==> src/rtl/vga_rx_decoder.sv <==
// VGA sink: recovers pixel_x/pixel_y from raw syncs, checks line/frame timing, streams active pixels.
// Pixels and probe hits appear 1 clk after their p_tick; no backpressure, the pixel stream cannot be stalled.
module vga_rx_decoder #(
  parameter int RGB_W     = 9,
  parameter int H_DISP    = 640,
  parameter int H_FP      = 16,
  parameter int H_SYNC    = 96,
  parameter int H_BP      = 48,
  parameter int V_DISP    = 480,
  parameter int V_FP      = 10,
  parameter int V_SYNC    = 2,
  parameter int V_BP      = 33,
  parameter bit SYNC_POL  = 1'b1,
  parameter int ERR_LIMIT = 4
) (
  input  logic             clk,
  input  logic             reset_n,
  input  logic             p_tick,
  input  logic             hsync,
  input  logic             vsync,
  input  logic [RGB_W-1:0] rgb,
  input  logic [9:0]       probe_x,
  input  logic [9:0]       probe_y,
  output logic [9:0]       pixel_x,
  output logic [9:0]       pixel_y,
  output logic             pix_valid,
  output logic [RGB_W-1:0] pix_rgb,
  output logic             locked,
  output logic             frame_start,
  output logic             line_err,
  output logic [7:0]       frame_cnt,
  output logic [RGB_W-1:0] probe_rgb,
  output logic             probe_done
);
  localparam int H_TOTAL = H_DISP + H_FP + H_SYNC + H_BP;
  localparam int V_TOTAL = V_DISP + V_FP + V_SYNC + V_BP;
  localparam int ERR_W   = $clog2(ERR_LIMIT + 1);

  localparam logic [9:0] H_LAST   = 10'(H_TOTAL - 1);
  localparam logic [9:0] V_LAST   = 10'(V_TOTAL - 1);
  localparam logic [9:0] H_LOAD   = 10'(H_DISP + H_FP);
  localparam logic [9:0] V_LOAD   = 10'(V_DISP + V_FP);
  localparam logic [9:0] H_ASSERT = 10'(H_DISP + H_FP - 1);
  localparam logic [9:0] H_RELEASE = 10'(H_DISP + H_FP + H_SYNC - 1);
  localparam logic [9:0] H_ACT    = 10'(H_DISP);
  localparam logic [9:0] V_ACT    = 10'(V_DISP);
  localparam logic [ERR_W-1:0] ERR_LAST = ERR_W'(ERR_LIMIT - 1);

  typedef enum logic [1:0] {HUNT, SYNC_H, SYNC_V, LOCKED} state_t;

  state_t           state_q, state_d;
  logic [ERR_W-1:0] err_cnt_q, err_cnt_d;
  logic             err_seen_q, err_seen_d;

  logic             hs_prev_q, vs_prev_q;
  logic [9:0]       h_cnt_q, h_cnt_d;
  logic [9:0]       v_cnt_q, v_cnt_d;
  logic [9:0]       probe_x_q, probe_y_q;
  logic [9:0]       pixel_x_q, pixel_y_q;
  logic [RGB_W-1:0] pix_rgb_q, probe_rgb_q;
  logic             pix_valid_q, probe_done_q, line_err_q, frame_start_q;
  logic [7:0]       frame_cnt_q;

  logic hs_rise, hs_fall, vs_rise, h_wrap, err_now, active, probe_hit;

  assign hs_rise = (hs_prev_q != SYNC_POL) && (hsync == SYNC_POL);
  assign hs_fall = (hs_prev_q == SYNC_POL) && (hsync != SYNC_POL);
  assign vs_rise = (vs_prev_q != SYNC_POL) && (vsync == SYNC_POL);
  assign h_wrap  = (h_cnt_q == H_LAST);

  // The _q counters hold the previous tick's position: the timing checks use them,
  // while the _d values are the position of the pixel arriving on this tick.
  assign err_now = (hs_rise && (h_cnt_q != H_ASSERT)) ||
                   (hs_fall && (h_cnt_q != H_RELEASE));

  always_comb begin
    h_cnt_d = h_cnt_q + 10'd1;
    v_cnt_d = v_cnt_q;
    if (hs_rise) begin
      h_cnt_d = H_LOAD;
    end else if (h_wrap) begin
      h_cnt_d = 10'd0;
      v_cnt_d = (v_cnt_q == V_LAST) ? 10'd0 : v_cnt_q + 10'd1;
    end
    if (vs_rise) begin
      v_cnt_d = V_LOAD;
    end
  end

  assign active    = (state_q == LOCKED) && (h_cnt_d < H_ACT) && (v_cnt_d < V_ACT);
  assign probe_hit = active && (h_cnt_d == probe_x_q) && (v_cnt_d == probe_y_q);

  always_comb begin
    state_d    = state_q;
    err_cnt_d  = err_cnt_q;
    err_seen_d = err_seen_q | err_now;
    case (state_q)
      HUNT: begin
        if (hs_rise) state_d = SYNC_H;
      end
      SYNC_H: begin
        if (vs_rise) begin
          state_d    = SYNC_V;
          err_seen_d = 1'b0;
        end
      end
      SYNC_V: begin
        if (vs_rise) begin
          err_seen_d = 1'b0;
          if (!(err_seen_q || err_now)) begin
            state_d   = LOCKED;
            err_cnt_d = '0;
          end
        end
      end
      LOCKED: begin
        // A line closes at each hsync assertion; its own edge error belongs to it.
        if (hs_rise) begin
          err_seen_d = 1'b0;
          if (err_seen_q || err_now) begin
            if (err_cnt_q == ERR_LAST) begin
              state_d   = HUNT;
              err_cnt_d = '0;
            end else begin
              err_cnt_d = err_cnt_q + 1'b1;
            end
          end else begin
            err_cnt_d = '0;
          end
        end
      end
      default: state_d = HUNT;
    endcase
  end

  always_ff @(posedge clk or negedge reset_n) begin
    if (!reset_n) begin
      state_q    <= HUNT;
      err_cnt_q  <= '0;
      err_seen_q <= 1'b0;
    end else if (p_tick) begin
      state_q    <= state_d;
      err_cnt_q  <= err_cnt_d;
      err_seen_q <= err_seen_d;
    end
  end

  always_ff @(posedge clk or negedge reset_n) begin
    if (!reset_n) begin
      hs_prev_q     <= ~SYNC_POL;
      vs_prev_q     <= ~SYNC_POL;
      h_cnt_q       <= '0;
      v_cnt_q       <= '0;
      probe_x_q     <= '0;
      probe_y_q     <= '0;
      pixel_x_q     <= '0;
      pixel_y_q     <= '0;
      pix_rgb_q     <= '0;
      probe_rgb_q   <= '0;
      pix_valid_q   <= 1'b0;
      probe_done_q  <= 1'b0;
      line_err_q    <= 1'b0;
      frame_start_q <= 1'b0;
      frame_cnt_q   <= '0;
    end else begin
      pix_valid_q   <= 1'b0;
      probe_done_q  <= 1'b0;
      line_err_q    <= 1'b0;
      frame_start_q <= 1'b0;
      if (p_tick) begin
        hs_prev_q  <= hsync;
        vs_prev_q  <= vsync;
        h_cnt_q    <= h_cnt_d;
        v_cnt_q    <= v_cnt_d;
        line_err_q <= err_now;
        if (vs_rise) begin
          frame_start_q <= 1'b1;
          probe_x_q     <= probe_x;
          probe_y_q     <= probe_y;
          if (state_q == LOCKED) frame_cnt_q <= frame_cnt_q + 8'd1;
        end
        if (active) begin
          pix_valid_q <= 1'b1;
          pixel_x_q   <= h_cnt_d;
          pixel_y_q   <= v_cnt_d;
          pix_rgb_q   <= rgb;
        end
        if (probe_hit) begin
          probe_done_q <= 1'b1;
          probe_rgb_q  <= rgb;
        end
      end
    end
  end

  assign pixel_x     = pixel_x_q;
  assign pixel_y     = pixel_y_q;
  assign pix_valid   = pix_valid_q;
  assign pix_rgb     = pix_rgb_q;
  assign locked      = (state_q == LOCKED);
  assign frame_start = frame_start_q;
  assign line_err    = line_err_q;
  assign frame_cnt   = frame_cnt_q;
  assign probe_rgb   = probe_rgb_q;
  assign probe_done  = probe_done_q;
endmodule

==> config.mk <==
export PLATFORM = sky130hd
export DESIGN_NAME = vga_rx_decoder
export DESIGN_NICKNAME = d
export VERILOG_FILES = /design/src/rtl/vga_rx_decoder.sv
export SDC_FILE = /design/constraint.sdc
export NUM_CORES = 1
export LEC_CHECK = 0
export ABC_CLOCK_PERIOD_IN_PS = 6150
export BUFFER_PORTS_ARGS = -buffer_cell sky130_fd_sc_hd__buf_2
export CELL_PAD_IN_SITES_DETAIL_PLACEMENT = 0
export CELL_PAD_IN_SITES_GLOBAL_PLACEMENT = 2
export CORE_MARGIN = 3
export CORE_UTILIZATION = 39
export DETAILED_ROUTE_END_ITERATION = 16
export MAX_ROUTING_LAYER = met4
export PLACE_DENSITY_LB_ADDON = 0.1
export SKIP_LAST_GASP = 1
export SYNTH_ARGS = -nofsm -noshare
export SYNTH_HDL_FRONTEND = slang
export SYNTH_SLANG_ARGS = --single-unit
export TNS_END_PERCENT = 10
==> constraint.sdc <==
create_clock -name clk -period 6.15 [get_ports clk]
set_clock_uncertainty 0.15 [all_clocks]
set_input_delay 0.9225 -clock clk [delete_from_list [all_inputs] [get_ports clk]]
set_output_delay 0.9225 -clock clk [all_outputs]
set_load 0.05 [all_outputs]
==> metrics.yaml <==
outcome:
  status: "finished, final reports clean"
die:
  die_h_um: 122
  core_area_um2: 12900
  start_util_pct: 40.6
  die-area_um2: 14800
  placementRows: 41
  fp.dieW_um: 122
  io_pins: 85
detailed_routing:
  avgRoutedWirePerCell_um: 18.3
  via_count: 4124
  vias_per_cell: 5.58
  drt_iter0_drc: 364
  wl_um: 13500
  post-route-drc-count: 0
  drtAntennaViolNets: 0
  firstDrtPassIters: 5
setup_path:
  end_kind: "flip-flop"
  worstPathMaxFanout: 12
  worstSetupStartpointType: "flip-flop"
  reg2regPathDepth: 9
  crit_start: "h_cnt_q[0]"
  required_ps: 6240
  r2r_end: "probe_rgb[1]"
  r2r_slack_ps: 1790
  path_class: "reg2reg"
  cp.arrival_ps: 4440
  rr_startpoint: "h_cnt_q[0]"
timing:
  max_freq_mhz: 230
  rsz0062_at_grt: "false"
  hold_violations: 0
  tns_ps: 0
  tightest_slew_ps: 1180
  final-setup-viol-count: 0
  setup_slack_ps: 1790
  fin_crit_ps: 4360
  max_slew_margin_pct: 20.8
  slew_violations: 0
  period_share_pct: 70.8
worst_hold_path:
  hold_start: "frame_cnt[7]"
  hold_path_end: "frame_cnt[7]"
  hold_depth: 1
  hp-class: "reg2reg"
power:
  p_per_area_nw_per_um2: 362
  p_total_uw: 2200
  irDropWorstVdd_mv: 0.194
  p_leak_uw: 0.00279
synthesis:
  yosys.area.top_type: "dfrtp_1"
  synth_cell_type_count: 62
  syn-instance-count: 496
  synth-seq-cells: 98
  ys.flop_type: "dfrtp_1"
  synth_nets: 539
  yosysTopAreaCellShare_pct: 46.9
  ys_async_sr_fraction_pct: 100
  synth-seq-area-share_pct: 46.9
  ys_warn_count: 0
  synth_edf_count: 0
  syn_area_um2: 5230
  avgSynthCellArea_um2: 10.5
  ys_top_cells_by_area: "dfrtp_1 47%, mux2_2 13%, o21ai_0 2.4%"
final_layout:
  diodes: 0
  fin_nets: 605
  multi_input_area_um2: 2580
  seqCellArea_um2: 2450
  fillers: 1265
  utilization_pct: 47.1
  drive_gt1_share_pct: 31.6
  area_growth_pct: 15.9
  final_cell_mix: "98 x dfrtp_1, 83 x buf_2, 62 x mux2_2"
  final_common_cell: "dfrtp_1"
cts:
  clockBufferDepth: 2
  cts_setup_buffers: 0
  post_cts_resized: 0
  cts_tree: "built"
  clk_pin_slew_ps: 80
  cts_root_buffer: "clkbuf_16"
  clkSinkCount: 98
  numCtsBuffers: 9
  htreeDepth: 3
  clk-insertion-delay-late_ps: 350
  cts_hold_buf: 0
place:
  place_congestion: 0.929
  portBuffers: 84
  dp_slack_ps: 1580
  dp_hpwl_um: 9700
global_routing:
  grt_max_degree: 61
  grt_pass1_wl_um: 21900
  grt-ovfl-total: 0
  antenna_found_initial: 0
  track_usage_pct: 19.7
  grt_pass1_vias: 3989
job:
  cap_violations: 0
[cell families after synthesis]
logic type | synth area share [%]
AND/OR/NAND/NOR | 16.5
AO/OA/AOI/OAI | 13.4
flip-flops | 46.9
multiplexers | 14.7
buffers and inverters | 3.62
XOR/XNOR | 2.68
adder cells (fa/ha/maj) | 2.15
[state kept, by name, summed over array words and instances, names as in the netlist, 3 cells and up]
name,count
frame_cnt,8
err_cnt_q,3
pixel_x,10
h_cnt_q,10
pix_rgb,9
v_cnt_q,10
pixel_y,10
probe_x_q,10
probe_rgb,9
probe_y_q,10
[synth_stat cells, drive strengths merged, types with 6 or more instances]
master and instances:
dfrtp 98, mux2 62, nand2 32, clkbuf 28, nor2 26, o21ai 25
nand3 24, a21oi 19, inv 16, nand4 10, xnor2 10, ha 9
and3 8, mux2i 7, nand2b 7, nor3 7, nor4 7, xor2 6
[layout make-up]
type	count	share of cell area, %
inverter	16	0.991
sequential	98	40.5
multi-input combinational	349	42.7
clock buffer	10	3.94
tap	172	3.55
timing repair buffer	88	7.48
clock inverter	6	0.888
[through the flow]
stage / cells / hold WS (ps) / area (µm²)
2_1_floorplan: 496 / 299 / 5230
3_3_place_gp: 723 / 305 / 5770
3_5_place_dp: 723 / 313 / 5770
4_1_cts: 739 / 324 / 6060
5_1_grt: 739 / 358 / 6060
6_report: 739 / 318 / 6060
[worst max-delay path: stages, from the launching register on]
cell and delay, ps:
dfrtp_1 470, ha_1 350, nand3_1 210, nor4_2 1050
a21oi_1 160, a2111oi_0 410, o2111ai_1 300, a2111oi_2 540
nand4b_4 260, mux2_2 340
[power by group]
group	leakage [µW]	switching [µW]	internal [µW]
Sequential	0.00123	106	777
Combinational	0.00142	519	236
Clock	0.000142	265	294
Total	0.00279	890	1310
[worst max path at each step]
stage | slack (ps) | end
5_1_grt | 1550 | probe_done
3_5_place_dp | 1580 | probe_rgb[8]
6_report | 1790 | probe_rgb[1]
2_1_floorplan | 2640 | probe_rgb[0]
3_3_place_gp | 1730 | probe_rgb[3]
4_1_cts | 1800 | probe_rgb[1]
[metal layers]
| metal | GRT usage [%] | share of wire, % |
|---|---|---|
| met1 | 27.6 | 48 |
| met2 | 29.2 | 47 |
| met3 | 4.27 | 3.6 |
| met4 | 4.97 | 1.2 |
| met5 | - | 0 |
Power figures use the tool's default switching activity.
